## src/rtl/os_frame_if.sv

```systemverilog
// os_frame_if: sample stream and FFT-core handshake bundle for os_frame_builder; OS_FRAME_DROP_CNT_EN adds o_drop_cnt
interface os_frame_if #(parameter int W = 16);
  logic i_valid;
  logic signed [W-1:0] i_x_re;
  logic signed [W-1:0] i_x_im;
  logic o_ready;
  logic o_start;
  logic i_fft_ready;
  logic o_valid;
  logic signed [W-1:0] o_y_re;
  logic signed [W-1:0] o_y_im;
  logic o_last;
  logic [15:0] o_frame_cnt;
`ifdef OS_FRAME_DROP_CNT_EN
  logic [15:0] o_drop_cnt;
  modport slave (input i_valid, i_x_re, i_x_im, i_fft_ready,
                 output o_ready, o_start, o_valid, o_y_re, o_y_im, o_last, o_frame_cnt, o_drop_cnt);
  modport master (output i_valid, i_x_re, i_x_im, i_fft_ready,
                  input o_ready, o_start, o_valid, o_y_re, o_y_im, o_last, o_frame_cnt, o_drop_cnt);
`else
  modport slave (input i_valid, i_x_re, i_x_im, i_fft_ready,
                 output o_ready, o_start, o_valid, o_y_re, o_y_im, o_last, o_frame_cnt);
  modport master (output i_valid, i_x_re, i_x_im, i_fft_ready,
                  input o_ready, o_start, o_valid, o_y_re, o_y_im, o_last, o_frame_cnt);
`endif
endinterface

```

## src/rtl/os_frame_builder.sv

```systemverilog
// os_frame_builder: 50% overlap-save framer feeding an FFT core; OS_FRAME_DROP_CNT_EN adds a saturating drop counter
module os_frame_builder #(
  parameter int NFFT = 32,
  parameter int W = 16
) (
  input logic i_clk,
  input logic i_rst,
  os_frame_if.slave bus
);
  localparam int H = NFFT / 2;
  localparam int AW = $clog2(H);
  localparam int SW = $clog2(NFFT);
  typedef enum logic [1:0] {S_FILL, S_START, S_SEND} state_t;
  state_t state;
  logic [AW-1:0] fill_cnt;
  logic [SW-1:0] send_cnt;
  logic wr_bank;
  logic hist_valid;
  logic signed [W-1:0] bank_re [2*H];
  logic signed [W-1:0] bank_im [2*H];
  logic hi;
  logic rd_bank;
  logic zero;
  assign bus.o_ready = state == S_FILL;
  assign bus.o_start = state == S_START;
  assign bus.o_valid = state == S_SEND;
  assign bus.o_last = bus.o_valid && send_cnt == SW'(NFFT - 1);
  always_comb begin
    hi = send_cnt[SW-1];
    rd_bank = hi ? wr_bank : ~wr_bank;
    zero = !bus.o_valid || (!hi && !hist_valid);
    bus.o_y_re = zero ? '0 : bank_re[{rd_bank, send_cnt[AW-1:0]}];
    bus.o_y_im = zero ? '0 : bank_im[{rd_bank, send_cnt[AW-1:0]}];
  end
  always_ff @(posedge i_clk)
    if (bus.i_valid && bus.o_ready) begin
      bank_re[{wr_bank, fill_cnt}] <= bus.i_x_re;
      bank_im[{wr_bank, fill_cnt}] <= bus.i_x_im;
    end
  always_ff @(posedge i_clk) begin
    if (i_rst) begin
      state <= S_FILL;
      fill_cnt <= '0;
      send_cnt <= '0;
      wr_bank <= 1'b0;
      hist_valid <= 1'b0;
      bus.o_frame_cnt <= '0;
    end else begin
      case (state)
        S_FILL: if (bus.i_valid) begin
          fill_cnt <= fill_cnt + 1'b1;
          if (fill_cnt == AW'(H - 1)) state <= S_START;
        end
        S_START: if (bus.i_fft_ready) state <= S_SEND;
        S_SEND: if (bus.i_fft_ready) begin
          send_cnt <= send_cnt + 1'b1;
          if (bus.o_last) begin
            wr_bank <= ~wr_bank;
            hist_valid <= 1'b1;
            bus.o_frame_cnt <= bus.o_frame_cnt + 16'd1;
            state <= S_FILL;
          end
        end
        default: state <= S_FILL;
      endcase
    end
  end
`ifdef OS_FRAME_DROP_CNT_EN
  always_ff @(posedge i_clk)
    if (i_rst) bus.o_drop_cnt <= '0;
    else if (bus.i_valid && !bus.o_ready && bus.o_drop_cnt != 16'hFFFF) bus.o_drop_cnt <= bus.o_drop_cnt + 16'd1;
`endif
endmodule

```

## src/flat_wrapper.sv

```systemverilog
// flat-port wrapper written by rule: the top's interface ports become plain ports
module os_frame_builder_flat 
#(
  parameter int NFFT = 32,
  parameter int W = 16
)
  (i_clk, i_rst, bus_i_valid, bus_i_x_re, bus_i_x_im, bus_i_fft_ready, bus_o_ready, bus_o_start, bus_o_valid, bus_o_y_re, bus_o_y_im, bus_o_last, bus_o_frame_cnt);
  os_frame_if #(.W(W)) bus_i ();
  input logic i_clk;
  input logic i_rst;
  input wire logic [$bits(bus_i.i_valid)-1:0] bus_i_valid;
  input wire logic [$bits(bus_i.i_x_re)-1:0] bus_i_x_re;
  input wire logic [$bits(bus_i.i_x_im)-1:0] bus_i_x_im;
  input wire logic [$bits(bus_i.i_fft_ready)-1:0] bus_i_fft_ready;
  output wire logic [$bits(bus_i.o_ready)-1:0] bus_o_ready;
  output wire logic [$bits(bus_i.o_start)-1:0] bus_o_start;
  output wire logic [$bits(bus_i.o_valid)-1:0] bus_o_valid;
  output wire logic [$bits(bus_i.o_y_re)-1:0] bus_o_y_re;
  output wire logic [$bits(bus_i.o_y_im)-1:0] bus_o_y_im;
  output wire logic [$bits(bus_i.o_last)-1:0] bus_o_last;
  output wire logic [$bits(bus_i.o_frame_cnt)-1:0] bus_o_frame_cnt;
  assign bus_i.i_valid = bus_i_valid;
  assign bus_i.i_x_re = bus_i_x_re;
  assign bus_i.i_x_im = bus_i_x_im;
  assign bus_i.i_fft_ready = bus_i_fft_ready;
  assign bus_o_ready = bus_i.o_ready;
  assign bus_o_start = bus_i.o_start;
  assign bus_o_valid = bus_i.o_valid;
  assign bus_o_y_re = bus_i.o_y_re;
  assign bus_o_y_im = bus_i.o_y_im;
  assign bus_o_last = bus_i.o_last;
  assign bus_o_frame_cnt = bus_i.o_frame_cnt;
  os_frame_builder #(.NFFT(NFFT), .W(W)) u_core (.i_clk(i_clk), .i_rst(i_rst), .bus(bus_i));
endmodule
```

## config.mk

```make
export PLATFORM = sky130hd
export DESIGN_NAME = os_frame_builder_flat
export DESIGN_NICKNAME = d
export VERILOG_FILES = /design/src/rtl/os_frame_if.sv /design/src/rtl/os_frame_builder.sv /design/src/flat_wrapper.sv
export SDC_FILE = /design/constraint.sdc
export NUM_CORES = 1
export LEC_CHECK = 0
export ABC_AREA = 1
export CAP_MARGIN = 5
export CELL_PAD_IN_SITES_DETAIL_PLACEMENT = 0
export CELL_PAD_IN_SITES_GLOBAL_PLACEMENT = 1
export CORE_ASPECT_RATIO = 1.5
export CORE_MARGIN = 3
export CORE_UTILIZATION = 30
export DETAILED_ROUTE_END_ITERATION = 12
export PLACE_DENSITY_LB_ADDON = 0.05
export SYNTH_ARGS = -nofsm -noshare
export SYNTH_HDL_FRONTEND = slang
export SYNTH_SLANG_ARGS = --single-unit
```

## constraint.sdc

```tcl
create_clock -name i_clk -period 4.42 [get_ports i_clk]
set_clock_uncertainty 0.15 [all_clocks]
set_input_delay 0.663 -clock i_clk [delete_from_list [all_inputs] [get_ports i_clk]]
set_output_delay 0.663 -clock i_clk [all_outputs]
set_load 0.02 [all_outputs]
```

==> impl_results.md <==
* Status: completed
* Ys async rst share at 0%
* First-pass GRT wire length at 221800 um
* Final Hold Viols at 0
* DR iter-0 viols at 1806
* Post-route ant nets at 0
* Crit start category: flip-flop
* RR Endpoint: u_core.bus.o_frame_cnt[13]
* Static leakage at 18.92 nW
* Critical-path top delay cell: clkdlybuf4s50_1
* Clock share of power at 44.5%
* Critical path arrival at 3.40 ns
* Post-CTS Hold Fix Bufs at 0
* Nets at 4199
* Width of the die at 317.4 um
* RSZ-0062 raised after global routing: no
* Switch Pwr at 0.004382 W
* Reg-to-reg slack, setup at 1.44 ns
* Yosys Warn Count at 0
* Slew margin rel. at 13.98%
* Routed len/inst at 25.76 um
* Number of CTS-inserted buffers at 112
* Clk pin slew, worst setup/hold paths at 0.06 ns
* Cell Chain, Critical Path: buf_12 > inv_16 > buf_4 > nand2_1 > nand2_1 > nand2_1 > nand3_1 > nand2_1 > nor2_1 > nor2_1 > nor2_1 > clkdlybuf4s50_1
* Most used cell, CP: nand2_1
* Gr usage total at 20.93%
* Gate Count Post-Synth at 3992
* Antenna violations before repair at 9
* Die Y at 473.0 um
* Seq/Total Area, Yosys at 71.82%
* Max-cap viol count at 0
* Grt total ovfl at 0
* Worst-Skew Late Latency at 0.74 ns
* Sink Count at 1053
* Top-area cell type share of the netlist area at 70.49%
* Final Setup Violations at 0
* Endpoint type of the worst setup path: primary output
* Max clock buf depth at 3
* Comb power frac at 1.7%
* Worst Path Required at 3.61 ns
* Power Dens Cells at 397.3 mW/mm2
* Primary FF master, synth: edfxtp_1
* GPL Wtd Cong at 0.7218
* Vias post-DR at 29110
* Full die area at 0.1501 mm2
* EDFF count, synth at 1024
* Final wirelength at 158400 um
* Num rows at 170
* Clock root buffer: clkbuf_16
* Post-DP HPWL at 83270 um
* Port Buf Inserts at 87
* Num ports at 88
* Largest net degree at the start of global routing at 118
* Critical Path End: bus_o_y_re[11]
* Share of cells above drive strength 1 at 9.052%
* Peak Freq at 0.2371 GHz
* Final instance area at 0.05161 mm2
* Crit path largest cell delay at 0.68 ns
* Setup TNS at 0 ns
* # DRC at 0
* Post-Syn Area at 0.04362 mm2
* Core area at 0.1438 mm2
* Area leader, netlist: edfxtp_1
* Hold Path Class: flip-flop to flip-flop
* Worst Max-Slew Pin Slew at 1.286 ns
* Final core utilization at 35.89%
* Most common cell in the netlist: nand2_1
* DR pass1 iterations at 5
* Crit path time final at 4.218 ns
* CTS tree: done
* Pint at 0.01612 W
* Vias in the first global route at 29060
* Worst Setup SP: u_core.send_cnt[0]
* Setup CP Type: flip-flop to primary output
* Initial Util at 30.34%
* Final Max Slew Viols at 0
* Final Cycle Share at 95.43%
* Crit path max fanout at 65
* Post-Syn Area per Cell at 10.93 um2
* Yosys reg bits at 1053
* Largest cells by area after synthesis: edfxtp_1 (70%), nand2_1 (11%), nor2_1 (5.1%)
* Cells on worst reg2reg path at 12
* Drt via density at 4.734
* Sequential Power Share at 53.7%
* Syn Nets at 4035
* H-tree Lvls at 3
* Sw Share at 21.37%
* Final Power at 0.02051 W
* Post-synth top cells: nand2_1 (1283), edfxtp_1 (1024), nor2_1 (593)
* Distinct cells, synth at 32
* Cell Area, Placed at 0.04786 mm2
* VDD IR-drop max at 277.5 uV
* Area grow syn2layout at 18.31%
* Worst r2r src: u_core.send_cnt[0]
## registers in the layout, summed over array words and instances (netlist names)
name	count
u_core.hist_valid	1
u_core.fill_cnt	4
u_core.send_cnt	5
u_core.bank_im	512
u_core.wr_bank	1
u_core.state	2
u_core.bank_re	512
u_core.bus.o_frame_cnt	16
## per-stage QoR
stage | setup slack, ns | hold slack, ns | instances
floorplan | 0.5690 | 0.2859 | 3992
global placement | 0.6565 | 0.3496 | 5918
detailed placement | 0.6987 | 0.3533 | 5918
CTS | -0.0007272 | 0.3634 | 6131
global route | 0.01468 | 0.3899 | 6146
finish | 0.2020 | 0.3525 | 6149
## how the worst min path moves through the flow
stage                         startpoint                   endpoint  slack [ns]  cells after the start
6_report       u_core.bus.o_frame_cnt[2]  u_core.bus.o_frame_cnt[2]        0.35                      2
5_1_grt        u_core.bus.o_frame_cnt[2]  u_core.bus.o_frame_cnt[2]        0.39                      2
4_1_cts               u_core.fill_cnt[2]         u_core.fill_cnt[2]        0.36                      2
3_5_place_dp   u_core.bus.o_frame_cnt[2]  u_core.bus.o_frame_cnt[2]        0.35                      2
3_3_place_gp           u_core.hist_valid          u_core.hist_valid        0.35                      2
2_1_floorplan          u_core.hist_valid          u_core.hist_valid        0.29                      2
## critical path: cells and delay by family, from the launching register on
kind | cells | cell delay (ns)
and+or+nand+nor | 8 | 0.80
buffers and inverters | 4 | 1.48
DFF | 1 | 0.37
## layout by cell type, fill, tap and decap left out, drive strengths merged
cell           instances
nand2               1284
nor2                 597
ha                     7
dlygate4sd2            1
diode                  4
clkdlybuf4s50         77
xnor2                  1
clkinv                57
o21ba                  2
nor3                   5
dfxtp                 29
edfxtp              1024
a21oi                 56
clkbuf               152
bufinv                 5
xor2                   1
nor4                   1
clkinvlp               1
nor3b                  1
o21bai                 1
o21ai                181
inv                  183
nand4                  2
nand3                400
buf                  182
nand3b                 1
o21a                   2
## cells by family after synthesis
kind of cell             after synthesis  share of synthesized area [%]
buffers and inverters                397                          4.153
adder cells (fa/ha/maj)                7                         0.2008
XOR/XNOR                               2                        0.04016
AO/OA/AOI/OAI                        242                          2.817
flip-flops                          1053                          71.82
AND/OR/NAND/NOR                     2291                          20.97
## metal layers
metal  global-route usage [%]  wire [um]
met1                    27.68      70660
met2                    36.37      79460
met3                    2.263       4839
met4                    5.496       3427
met5                        0         13
## repair_timing
action                                  CTS  global route
endpoints found under the setup margin    8             7
cloned                                    1             3
pin swaps                                 0             0
gates resized for setup                   3             8
buffers inserted                          1            11
## power by group through the flow
stage                     clock network, W  logic (W)  registers, W
after CTS                          0.00945   0.000369        0.0110
after global placement                   0   0.000367        0.0112
final                              0.00913   0.000357        0.0110
after floorplan                          0  0.0000804        0.0112
after global routing               0.00979   0.000395        0.0110
after detailed placement                 0   0.000368        0.0112
## area by class of cell
class | instances | area (um2)
tap | 1892 | 2367
inverter | 183 | 714.4
sequential | 1053 | 31340
fill | 14460 | 92180
antenna | 4 | 10.01
timing repair inverter | 1 | 8.758
timing repair buffer | 263 | 2938
multi-input combinational | 2542 | 10750
clock inverter | 62 | 501.7
clock buffer | 149 | 2982
Power figures use the tool's default switching activity.
